===== config.mk =====
export PLATFORM = sky130hd
export DESIGN_NAME = spi_master_multi
export DESIGN_NICKNAME = d
export VERILOG_FILES = /design/src/rtl/spi_master_multi.sv
export SDC_FILE = /design/constraint.sdc
export NUM_CORES = 1
export LEC_CHECK = 0
export CAP_MARGIN = 20
export CORE_ASPECT_RATIO = 0.6
export CORE_MARGIN = 8
export CORE_UTILIZATION = 40
export CTS_CLUSTER_SIZE = 24
export DETAILED_ROUTE_END_ITERATION = 10
export GPL_TIMING_DRIVEN = 0
export SKIP_CTS_REPAIR_TIMING = 1
export SYNTH_ARGS = -nofsm -noshare
export SYNTH_HDL_FRONTEND = slang
export SYNTH_SLANG_ARGS = --single-unit

===== constraint.sdc =====
create_clock -name rclk -period 2.2 [get_ports rclk]
set_input_delay 0.55 -clock rclk [delete_from_list [all_inputs] [get_ports rclk]]
set_output_delay 0.55 -clock rclk [all_outputs]
set_load 0.005 [all_outputs]

===== src/rtl/spi_master_multi.sv =====
// rtl/spi_master_multi.sv - Multi-mode SPI master with configurable width, divider and chip selects
// Mode, bit order and CS are latched per word; CS may be held across words for bursts.
module spi_master_multi #(
  parameter int DATA_WIDTH = 8,
  parameter int CLK_DIV    = 2,
  parameter int NUM_CS     = 4,
  localparam int CS_W      = (NUM_CS > 1) ? $clog2(NUM_CS) : 1
) (
  input  logic                  rclk,
  input  logic                  rst_n,
  input  logic                  start,
  input  logic [DATA_WIDTH-1:0] tx_data,
  input  logic [CS_W-1:0]       cs_sel,
  input  logic                  cfg_cpol,
  input  logic                  cfg_cpha,
  input  logic                  cfg_lsb_first,
  input  logic                  keep_cs,
  input  logic                  cs_release,
  output logic [DATA_WIDTH-1:0] rx_data,
  output logic                  busy,
  output logic                  ready,
  output logic                  spi_clk,
  output logic                  spi_mosi,
  input  logic                  spi_miso,
  output logic [NUM_CS-1:0]     spi_cs_n
);

  localparam int DIV_W  = (CLK_DIV > 1) ? $clog2(CLK_DIV) : 1;
  localparam int EDGE_W = $clog2(2 * DATA_WIDTH);
  localparam logic [DIV_W-1:0]  DIV_LAST  = DIV_W'(CLK_DIV - 1);
  localparam logic [EDGE_W-1:0] EDGE_LAST = EDGE_W'(2 * DATA_WIDTH - 1);

  typedef enum logic [1:0] {S_IDLE, S_SETUP, S_SHIFT, S_HOLD} state_t;

  state_t                r_state, w_next;
  logic [DIV_W-1:0]      r_div;
  logic [EDGE_W-1:0]     r_edge;
  logic                  r_sclk, r_mosi, r_ready;
  logic [NUM_CS-1:0]     r_cs_n, w_cs_sel_n;
  logic                  r_cs_held;
  logic                  r_cpol, r_cpha, r_lsb, r_keep;
  logic [DATA_WIDTH-1:0] r_tx, r_rx, r_rx_data;
  logic                  w_div_end, w_last_edge, w_leading, w_tick, w_drive, w_sample;

  function automatic logic first_bit(input logic [DATA_WIDTH-1:0] d, input logic lsb);
    return lsb ? d[0] : d[DATA_WIDTH-1];
  endfunction

  function automatic logic [DATA_WIDTH-1:0] shift_out(input logic [DATA_WIDTH-1:0] d, input logic lsb);
    return lsb ? {1'b0, d[DATA_WIDTH-1:1]} : {d[DATA_WIDTH-2:0], 1'b0};
  endfunction

  assign w_div_end   = (r_div == DIV_LAST);
  assign w_last_edge = (r_edge == EDGE_LAST);
  assign w_leading   = ~r_edge[0];
  assign w_tick      = (r_state == S_SHIFT) && w_div_end;
  // CPHA=0 preloads bit 0 at accept, so the final trailing edge has nothing left to drive
  assign w_drive     = w_tick && (r_cpha ? w_leading : (!w_leading && !w_last_edge));
  assign w_sample    = w_tick && (r_cpha ? !w_leading : w_leading);

  always_comb begin
    w_cs_sel_n = '1;
    for (int i = 0; i < NUM_CS; i++) begin
      if (cs_sel == CS_W'(i)) w_cs_sel_n[i] = 1'b0;
    end
  end

  always_ff @(posedge rclk or negedge rst_n) begin
    if (!rst_n) r_state <= S_IDLE;
    else        r_state <= w_next;
  end

  always_comb begin
    w_next = r_state;
    case (r_state)
      S_IDLE:  if (start) w_next = S_SETUP;
      S_SETUP: if (w_div_end) w_next = S_SHIFT;
      S_SHIFT: if (w_div_end && w_last_edge) w_next = S_HOLD;
      S_HOLD:  if (w_div_end) w_next = S_IDLE;
      default: w_next = S_IDLE;
    endcase
  end

  always_ff @(posedge rclk or negedge rst_n) begin
    if (!rst_n) begin
      r_div     <= '0;
      r_edge    <= '0;
      r_sclk    <= 1'b0;
      r_mosi    <= 1'b0;
      r_ready   <= 1'b0;
      r_cs_n    <= '1;
      r_cs_held <= 1'b0;
      r_cpol    <= 1'b0;
      r_cpha    <= 1'b0;
      r_lsb     <= 1'b0;
      r_keep    <= 1'b0;
      r_tx      <= '0;
      r_rx      <= '0;
      r_rx_data <= '0;
    end else begin
      r_ready <= 1'b0;
      if (r_state == S_IDLE) r_div <= '0;
      else                   r_div <= w_div_end ? '0 : r_div + 1'b1;
      if (r_state != S_SHIFT) r_edge <= '0;
      else if (w_div_end)     r_edge <= r_edge + 1'b1;

      case (r_state)
        S_IDLE: begin
          r_sclk <= r_cs_held ? r_cpol : cfg_cpol;
          if (start) begin
            r_cpol    <= cfg_cpol;
            r_cpha    <= cfg_cpha;
            r_lsb     <= cfg_lsb_first;
            r_keep    <= keep_cs;
            r_sclk    <= cfg_cpol;
            r_cs_n    <= w_cs_sel_n;
            r_cs_held <= 1'b0;
            r_tx      <= cfg_cpha ? tx_data : shift_out(tx_data, cfg_lsb_first);
            if (!cfg_cpha) r_mosi <= first_bit(tx_data, cfg_lsb_first);
          end else if (cs_release) begin
            r_cs_n    <= '1;
            r_cs_held <= 1'b0;
          end
        end
        S_SHIFT: begin
          if (w_tick) r_sclk <= ~r_sclk;
          if (w_drive) begin
            r_mosi <= first_bit(r_tx, r_lsb);
            r_tx   <= shift_out(r_tx, r_lsb);
          end
          if (w_sample) begin
            r_rx <= r_lsb ? {spi_miso, r_rx[DATA_WIDTH-1:1]} : {r_rx[DATA_WIDTH-2:0], spi_miso};
          end
        end
        S_HOLD: begin
          if (w_div_end) begin
            r_rx_data <= r_rx;
            r_ready   <= 1'b1;
            r_cs_held <= r_keep;
            if (!r_keep) r_cs_n <= '1;
          end
        end
        default: ;
      endcase
    end
  end

  assign rx_data  = r_rx_data;
  assign busy     = (r_state != S_IDLE);
  assign ready    = r_ready;
  assign spi_clk  = r_sclk;
  assign spi_mosi = r_mosi;
  assign spi_cs_n = r_cs_n;

endmodule

### After elaboration in Yosys (flattened, before gate mapping)

Index checks and enable logic that the tools add are counted.

| cells by class | value |
|---|---|
| $add $sub $neg | 2 |
| equality and inequality tests | 17 |
| multiplexer cells | 43 |
| bitwise operators | 2 |
| reduce and logical (&&, ||, !) cells | 21 |

Operator list:

| cell | number |
|---|---|
| 8-bit 2-to-1 mux | 6 |
| 4-bit 2-to-1 mux | 6 |
| 1-bit 2-to-1 mux | 21 |
| 2-bit != test, second input constant | 8 |
| 8-bit case mux with 2 select lines | 1 |
| 4-bit AND reduction | 3 |
| 2-bit equality test, second input constant | 4 |
| 2-bit 2-to-1 mux | 4 |
| 2-bit case mux with 4 select lines | 1 |
| 4-bit case mux with 2 select lines | 1 |
| 2-bit AND reduction | 4 |
| 2-bit nonzero test | 4 |
| 1-bit case mux with 2 select lines | 3 |
| 3-bit AND reduction | 2 |
| 1-bit logical AND | 5 |
| 4-bit by 1-bit adder with 4-bit output, second input constant | 1 |
| 2-bit by 1-bit equality test with 1-bit output, second input constant | 2 |
| 4-bit equality test, second input constant | 1 |
| 2-bit logical NOT | 2 |
| 3-bit != test, second input constant | 1 |
| 2-bit by 1-bit != test with 1-bit output, second input constant | 1 |
| 1-bit NOT | 2 |
| 1-bit adder, second input constant | 1 |
| 1-bit logical NOT | 1 |

| word-level totals | value |
|---|---|
| register bits | 43 |
| input bits | 19 |
| output and inout port bits | 16 |
| logic and storage cells | 100 |

### Longest topological paths before layout

Gate-level depths: netlist (run 1).

| logic depth | value |
|---|---|
| word-level depth | 7 |
| gate-level depth with buffers | 7 |
| mapped depth without buffers | 6 |

### Worst setup path after synthesis (run 1)

Ideal clock, no wire load.

| timing | value |
|---|---|
| kind | register to register |
| from | reg r_state[0] |
| to | reg r_tx[4] |
| library setup time | 0.137 ns |
| arrival | 1.604 ns |
| required time | 2.063 ns |
| path slack | 0.458 ns |
| stages on the path, launching flop included | 7 |
| path buffers | 0 |
| path through | dfrtp_1 inv_1 ha_1 mux2_2 nand4_2 a2111oi_0 nor3_1 |

| on the way | value |
|---|---|
| word-level cells in the longest chain between the ends | 5 |
| elaborated cells on any way between the ends | 9 |
| classes of those cells | 3 x eq/ne; 1 x mux; 5 x reduce/logical |

Ends and longest elaborated chain:

| element | RTL line | RTL |
|---|---|---|
| from (decl) | 35 | `state_t r_state, w_next;` |
| from (signal assigned) | 70 | `else r_state <= w_next;` |
| 2-bit equality test | 56, 107 |  |
| 1-bit logical AND | 56 | `assign w_tick = (r_state == S_SHIFT) && w_div_end;` |
| 1-bit logical AND | 58 | `assign w_drive = w_tick && (r_cpha ? w_leading : (!w_leading && !w_last_edge));` |
| 2-bit != test (no source line) | - |  |
| 3-bit AND reduction (no source line) | - |  |
| to (signal assigned) | 118 | `r_tx <= cfg_cpha ? tx_data : shift_out(tx_data, cfg_lsb_first);` |
| to (signal assigned) | 129 | `r_tx <= shift_out(r_tx, r_lsb);` |
| to (decl) | 42 | `logic [DATA_WIDTH-1:0] r_tx, r_rx, r_rx_data;` |

Several ways; a longest one is shown, not always the timed one.
A chain may end at the register's enable or synchronous reset.

### Worst setup path in the final report (run 1)

| timing | value |
|---|---|
| from | in start |
| to | reg r_tx[3] |

| on the way | value |
|---|---|
| word-level cells in the longest chain between the ends | 2 |

Ends and longest elaborated chain:

| element | RTL line | RTL |
|---|---|---|
| from (decl) | 11 | `input logic start,` |
| 2-bit != test (no source line) | - |  |
| 3-bit AND reduction (no source line) | - |  |

Every way passes these cells.

==> results.cfg, run 1 <==
[outcome]
status = finished, final reports clean

[layout]
utilization = 0.519
synthToLayoutAreaGrowth_pct = 25.5
drive_gt1_frac = 0.155
fin_cells = 344
fin_nets = 287
antenna_cells = 0

[synth]
synth.cell_area_mm2 = 0.00230
yosysSeqAreaShare = 0.470
yosysMostFrequentCell = dfrtp_1
synth_top_area_cell = dfrtp_1
yosys.cell_types.count = 42
synthTopCellsByArea = dfrtp_1 42%, mux2i_1 8.3%, mux2_2 6.4%
synth_edf_count = 0
synth_flop_cell = dfrtp_1
yosysWarnings = 0
synth_top_area_share = 0.424
synth_common_cells = 39 x dfrtp_1, 29 x nor2_1, 19 x mux2i_1
netlist_instances = 222
async_flop_share = 1.00
synth_area_per_cell_um2 = 10.4
syn_nets = 246
ys_ff_latch = 43

[floorplanning]
start_util = 0.413
die_h_um = 74.8
die_area_mm2 = 0.00852
rows = 21
die_w_um = 114
io_pins = 35
core_mm2 = 0.00557

[setup_path]
worstSetupStartpoint = start
rr_worst_depth = 6
critical-path-slowest-cell = clkdlybuf4s50_1
r2r_start = r_state[0]
path_delay_family = buffers and inverters
critPathMaxStageDelay_ns = 0.61
path_max_fanout = 9
crit_chain = clkdlybuf4s50_1 > mux2_4 > nand4_2 > a2111oi_0 > nor3_1
critical_path.startpoint_type = input port
critPathCapture = r_tx[3]
crit_required_ns = 2.36
rrSetupSlack_ns = 0.26
arrival_ns = 2.25
critical_path_class = input port to flop
worstReg2RegEnd = r_tx[3]
cp.depth = 5
endpoint_kind = flop
path_buf_inv = 1

[clocking]
htree_levels = 2
cts_tree = built
clk_pin_slew_ns = 0.09
cts_buffers = 5
cts_buffer_depth = 2
cts.sinks = 43
clockRootBuffer = clkbuf_8
clk_latency_ns = 0.30

[grt]
grt_max_degree = 30
antenna_found_initial = 0
grt-busiest-layer = met1
grt_use_total = 0.140
overflow = 0
grt_pass1_wl_um = 9530
global_route.usage.met1 = 0.213
grt_pass1_vias = 1807
grt_use_met3 = 0.0432
met2_usage = 0.186

[sta]
slew_viol_final = 0
max_freq_ghz = 0.479
min_period_ns = 2.09
grt_setup_unrepaired = yes
finalHoldViolations = 0
worstMarginPinSlew_ns = 0.583
maxSlewHeadroom = 0.611
fin_crit_sh = 0.950
layout_setup_ws_ns = 0.110
tns_ns = 0
skew_ns = 0.0117
setup_viol = 0

[pwr]
peakVddDrop_mv = 0.495
static-leakage-power_nw = 1.24
powerDensity_mw_per_mm2 = 1400
p_int_mw = 2.50
p_clk_frac = 0.160
swShare = 0.382
switchingPower_mw = 1.55
p_comb_frac = 0.481
seqPwrFrac = 0.359

[place]
gp_congestion = 0.867
dp_hpwl_um = 4130
dp.cells = 336
dp_slack_ns = -0.272
port_buffers = 33

[detailed_routing]
ant_nets = 0
dr_total_vias = 1813
drt-initial-drc-count = 129
post_drt_wl_per_cell_um = 16.2
first_pass_iters = 4
drc_errors = 0
viasPerCell = 5.27
wl_um = 5580

[job]
drv_cap = 0

[worst_hold_path]
hold_class = input port to async pin
stage by stage:
stage	total power [mW]	hold slack [ns]	area, um2
final	4.05	0.151	2890
after global routing	4.39	0.179	2890
after CTS	4.05	0.161	2870
after detailed placement	3.38	0.489	2750
after global placement	3.36	0.488	2730
after floorplan	2.68	0.254	2300
cell usage in the layout (no fill, tap or decap), types with 7 or more instances in the layout:
cell             instances
inv_1                   12
nor2_1                  29
mux2i_1                 19
clkdlybuf4s50_1         31
mux2_2                  12
a21oi_1                 14
buf_2                    7
nand2_1                 10
dfrtp_1                 39
cell families after synthesis:
group | count (synthesis) | synth area share
and+or+nand+nor | 63 | 0.132
AOI/OAI and AO/OA | 52 | 0.163
DFF | 43 | 0.470
muxes | 32 | 0.146
buffers and inverters | 22 | 0.0397
xor gates and xnor gates | 5 | 0.0223
adders and majority gates | 5 | 0.0272
per-layer routing:
metal,share of wire,vias to the layer above
met5,0,-
met4,0.0034,0
met3,0.070,2
met2,0.38,46
met1,0.54,874
li1,-,891
area by class of cell:
class	count	area, um2
buffer	10	48.8
clock buffer	6	82.6
clock inverter	2	35.0
fill	545	2680
inverter	12	45.0
multi-input combinational	157	1150
sequential	43	1080
tap	80	100
timing repair buffer	34	348
sequential cells by signal (all words and copies together) (netlist names), 2 cells and up:
signal / cells
spi_cs_n: 4
rx_data: 8
r_state: 2
r_rx: 8
r_tx: 8
r_edge: 4
how the worst min path moves through the flow:
stage | start | endpoint | slack [ns] | cells after the start
6_report | rst_n | spi_mosi | 0.15 | 1
5_1_grt | rst_n | spi_mosi | 0.18 | 1
4_1_cts | rst_n | spi_mosi | 0.16 | 1
3_5_place_dp | rst_n | spi_mosi | 0.49 | 1
3_3_place_gp | rx_data[5] | rx_data[5] | 0.49 | 1
2_1_floorplan | rst_n | r_cpha | 0.25 | 0
power groups by stage:
| stage | registers [mW] | clock network [mW] | logic, mW |
|---|---|---|---|
| global placement | 1.46 | 0 | 1.89 |
| CTS | 1.45 | 0.665 | 1.93 |
| global route | 1.51 | 0.694 | 2.19 |
| finish | 1.46 | 0.647 | 1.95 |
| detailed placement | 1.47 | 0 | 1.92 |
| floorplan | 1.40 | 0 | 1.28 |
worst reg2reg max path, stage by stage (launching register included):
cell and delay, ns:
dfrtp_1 0.42, inv_1 0.10, ha_2 0.23, mux2_4 0.25, nand4_2 0.24, a2111oi_0 0.46, nor3_1 0.11
No activity file was read; power rests on OpenSTA's default activity.
==> inputs of run 2 (changes only) <==
Settings changed: CAP_MARGIN 20 to default.
Clock period 2.2 ns to 1.88 ns, I/O delays scaled along.
==> run 2 against run 1 <==
  * The run now ends with negative setup slack left
  * Hold slack got worse by 0.082 ns
  * Global-route usage unchanged
  * Core utilization increased by 1.8 points
  * Critical endpoint is now busy
  * Worst setup slack got worse by 0.13 ns
  * Largest power group unchanged
  * Die area unchanged
  * Total power increased by 22%
  * Critical path type is now flop to primary output
  * Largest cell class unchanged
  * Final area increased by 3.5%
  * Clock power increased by 17%
  * Combinational power increased by 27%
  * Clock-buffer cell count unchanged
==> results.cfg, run 2 (same netlist as run 1, synthesis figures left out) <==
[sta]
maxSlewHeadroom = 0.755
min_period_ns = 1.90
layout_setup_ws_ns = -0.0156
fin_crit_sh = 1.01
max_freq_ghz = 0.528
grt_setup_unrepaired = yes
skew_ns = 0.0125
setup_viol = 1
slew_viol_final = 0
finalHoldViolations = 0
worstMarginPinSlew_ns = 0.368

[layout]
synthToLayoutAreaGrowth_pct = 29.8
fin_nets = 290
regArea_mm2 = 0.00108
layout_commonest_cell = dfrtp_1
drive_gt1_frac = 0.206
antenna_cells = 0
multiInputGateArea_mm2 = 0.00122
final_cell_mix = 38 x dfrtp_1, 30 x clkdlybuf4s50_1, 28 x nor2_1
utilization = 0.537
fillers = 530

[grt]
grt_max_degree = 30
overflow = 0
grt_pass1_vias = 1807
antenna_found_initial = 0
grt_use_total = 0.140
grt_pass1_wl_um = 9530

[clocking]
clockRootBuffer = clkbuf_8
cts_buffers = 5
cts_buffer_depth = 2
cts_tree = built
clk_latency_ns = 0.30
clk_pin_slew_ns = 0.09
cts.sinks = 43
htree_levels = 2

[floorplanning]
die_w_um = 114
core_mm2 = 0.00557
rows = 21
io_pins = 35
die_area_mm2 = 0.00852
start_util = 0.413
die_h_um = 74.8

[detailed_routing]
drt-initial-drc-count = 126
post_drt_wl_per_cell_um = 16.2
wl_um = 5610
ant_nets = 0
first_pass_iters = 4
drc_errors = 0
dr_total_vias = 1852
viasPerCell = 5.34

[outcome]
violations = negative setup slack
status = finished with violations

[setup_path]
worstReg2RegEnd = r_tx[5]
critical_path_class = flop to primary output
arrival_ns = 1.43
crit_required_ns = 1.41
endpoint_kind = primary output
rrSetupSlack_ns = 0.07
r2r_start = r_state[0]
rr_worst_depth = 6
path_max_fanout = 10
critical_path.startpoint_type = flop

[pwr]
powerDensity_mw_per_mm2 = 1660
design_power_total_mw = 4.95
static-leakage-power_nw = 1.27
peakVddDrop_mv = 0.580

[place]
dp_hpwl_um = 4130
gp_congestion = 0.867
port_buffers = 33

[job]
drv_cap = 0

[worst_hold_path]
hold_class = input port to async pin
## run 2: cell count changes in the layout (fill, tap and decap cells not counted), sizes merged
cell           before  now
dlymetal6s2s        1    2
buf                 9   12
clkdlybuf4s50      31   30
## run 2: cell type report
type	count	share of cell area
clock buffers	6	0.0276
flip-flops and latches	43	0.362
clock inverters	2	0.0117
well taps	80	0.0335
plain buffers	10	0.0184
multi-input cells	157	0.407
inverters	12	0.0151
repair buffers	37	0.125
## run 2: critical path, stage by stage, from the launching register on
cell	delay, ns
dfrtp_1	0.43
inv_1	0.10
ha_2	0.24
buf_6	0.16
inv_1	0.06
dlymetal6s2s_1	0.15
## run 2: worst max-delay path by stage
stage,from,end,slack [ns],cells past startpoint
2_1_floorplan,r_state[0],r_tx[4],0.14,6
3_3_place_gp,rst_n,rx_data[7],-0.90,1
3_5_place_dp,start,r_tx[5],-0.51,5
4_1_cts,r_state[0],busy,-0.44,5
5_1_grt,r_state[0],busy,-0.09,5
6_report,r_state[0],busy,-0.02,5
## run 2: report_power, final
part	total, mW	switching, mW	internal [mW]
combinational	2.47	1.26	1.22
clock	0.756	0.326	0.430
sequential	1.72	0.350	1.37
## run 2: through the flow
step                cell area (um2)  worst slack, ns  instances  TNS (ns)  hold slack, ns
detailed placement             2750           -0.512        336     -4.69           0.409
floorplan                      2300            0.138        222         0           0.174
finish                         2990          -0.0156        347   -0.0156          0.0682
global route                   2990          -0.0911        347    -0.113          0.0986
global placement               2730           -0.899        335    -41.44           0.488
CTS                            2870           -0.440        344     -1.63          0.0805
## run 2: layer usage
metal,GRT usage,share of wire,vias to the layer above
met5,0,0,-
met4,0.0264,0.0034,0
met3,0.0432,0.066,2
met2,0.186,0.39,46
met1,0.213,0.54,906
li1,-,-,898
==> inputs of run 3 (changes only) <==
Settings changed: ABC_AREA from default to 1.
==> run 3 against run 2 <==
  * Area after synthesis is 3.8% higher
  * The flow now finishes without violations
  * Clock skew is 0.0026 ns lower
  * Clock-buffer cell count stayed put
  * First-iteration DRC count is 34% higher
  * Critical path depth is 4 lower
  * Sequential share of layout area is 0.42 points higher
  * Critical path type unchanged
  * Highest routed layer unchanged
  * Cell count is 24% higher
==> results.cfg, run 3 <==
[outcome]
status = finished, final reports clean

[pwr]
peakVddDrop_mv = 0.697
static-leakage-power_nw = 1.40
powerDensity_mw_per_mm2 = 1520

[sta]
finalHoldViolations = 0
maxSlewHeadroom = 0.769
grt_setup_unrepaired = no
slew_viol_final = 0
setup_viol = 0
fin_crit_sh = 0.963
skew_ns = 0.00988
min_period_ns = 1.81
worstMarginPinSlew_ns = 0.346
max_freq_ghz = 0.553

[clocking]
cts.sinks = 43
clk_pin_slew_ns = 0.09
clockRootBuffer = clkbuf_8
cts_buffers = 5
clk_latency_ns = 0.30
cts_tree = built
htree_levels = 2
cts_buffer_depth = 2

[job]
drv_cap = 0

[layout]
stdcell_area_mm2 = 0.00295
fin_cells = 431
layout_commonest_cell = nand2_1
fin_nets = 374
antenna_cells = 0
synthToLayoutAreaGrowth_pct = 23.6
drive_gt1_frac = 0.140
fillers = 562
final_cell_mix = 103 x nand2_1, 39 x dfrtp_1, 32 x o21ai_0
multiInputGateArea_mm2 = 0.00113
regArea_mm2 = 0.00108

[grt]
antenna_found_initial = 0
grt_max_degree = 31
grt_pass1_wl_um = 9540
grt_use_total = 0.137
grt_pass1_vias = 1979
overflow = 0

[detailed_routing]
post_drt_wl_per_cell_um = 13.3
drt-initial-drc-count = 169
ant_nets = 0
drc_errors = 0
wl_um = 5750
dr_total_vias = 2111
first_pass_iters = 4
viasPerCell = 4.90

[synth]
async_flop_share = 1.00
synth_edf_count = 0
yosysWarnings = 0
yosysSeqAreaShare = 0.453
yosys.cell_types.count = 30
synthTopCellsByArea = dfrtp_1 41%, nand2_1 16%, o21ai_0 6.7%
synth_top_area_share = 0.409
synth_top_area_cell = dfrtp_1
syn_nets = 331
yosysMostFrequentCell = nand2_1
netlist_instances = 307
synth_area_per_cell_um2 = 7.78
synth_flop_cell = dfrtp_1
synth_common_cells = 103 x nand2_1, 39 x dfrtp_1, 32 x o21ai_0
ys_ff_latch = 43
synth.cell_area_mm2 = 0.00239

[setup_path]
critical-path-slowest-cell = dfstp_2
arrival_ns = 1.34
critPathMaxStageDelay_ns = 0.54
worstSetupStartpoint = spi_cs_n[1]
crit_chain = clkdlybuf4s50_1
path_max_fanout = 2
critical_path_class = flop to primary output
r2r_start = r_state[1]
crit_required_ns = 1.41
path_delay_family = flip-flops
endpoint_kind = primary output
path_buf_inv = 1
critical_path.startpoint_type = flop

[floorplanning]
rows = 21
start_util = 0.421
die_area_mm2 = 0.00878
die_h_um = 75.9
io_pins = 35
core_mm2 = 0.00568
die_w_um = 116

[worst_hold_path]
hold_class = input port to async pin

[place]
dpl-instance-area_mm2 = 0.00283
gp_congestion = 0.871
port_buffers = 33
dp.cells = 421
dp_hpwl_um = 4430
-- run 3: routing by layer --
layer  up-vias  part of all wire  track usage
met1       983              0.54        0.199
met4         0            0.0057       0.0300
met5         -                 0            0
li1       1071                 -            -
met2        52              0.38        0.191
met3         5             0.079       0.0443
-- run 3: final timing paths --
| path | end | slack (ns) | cells past startpoint |
|---|---|---|---|
| setup / recovery | spi_cs_n[1] | 0.07 | 1 |
| hold / removal | r_tx[6] | 0.07 | 1 |
| setup reg to reg | r_tx[4] | 0.16 | 9 |
| hold reg to reg | r_edge[3] | 0.48 | 1 |
| max in group asynchronous | spi_cs_n[3] | 1.28 | 2 |
| min in group rclk | r_edge[3] | 0.48 | 1 |
-- run 3: stage by stage --
step                       util  TNS (ns)  setup WS [ns]  power, mW  hold slack [ns]
after floorplan               -         0          0.471       3.05            0.174
after global placement    0.497    -35.70         -0.877       3.79            0.457
after detailed placement  0.499   -0.0102        -0.0102       3.84            0.401
after CTS                 0.514    -0.348         -0.348       4.44           0.0730
after global routing      0.520         0         0.0258       4.90           0.0834
final                     0.520         0         0.0705       4.47           0.0674
-- run 3: kinds of logic after synthesis --
logic type               Yosys count  share of synthesized area
AO/OA/AOI/OAI                     57                      0.138
multiplexers                       1                    0.00471
buffers and inverters             42                     0.0807
adder cells (fa/ha/maj)            5                     0.0262
flip-flops                        43                      0.453
AND/OR/NAND/NOR                  159                      0.298
-- run 3: power by group --
part | total, mW | internal (mW) | switching, mW
registers | 1.61 | 1.36 | 0.256
clock network | 0.588 | 0.260 | 0.328
logic | 2.27 | 0.958 | 1.32
-- run 3: final cells by class --
| type | instances | area share |
|---|---|---|
| Sequential cell | 43 | 0.366 |
| Tap cell | 80 | 0.0339 |
| Clock inverter | 2 | 0.00424 |
| Timing Repair Buffer | 37 | 0.125 |
| Multi-Input combinational cell | 222 | 0.382 |
| Buffer | 10 | 0.0237 |
| Clock buffer | 6 | 0.0246 |
| Inverter | 31 | 0.0398 |
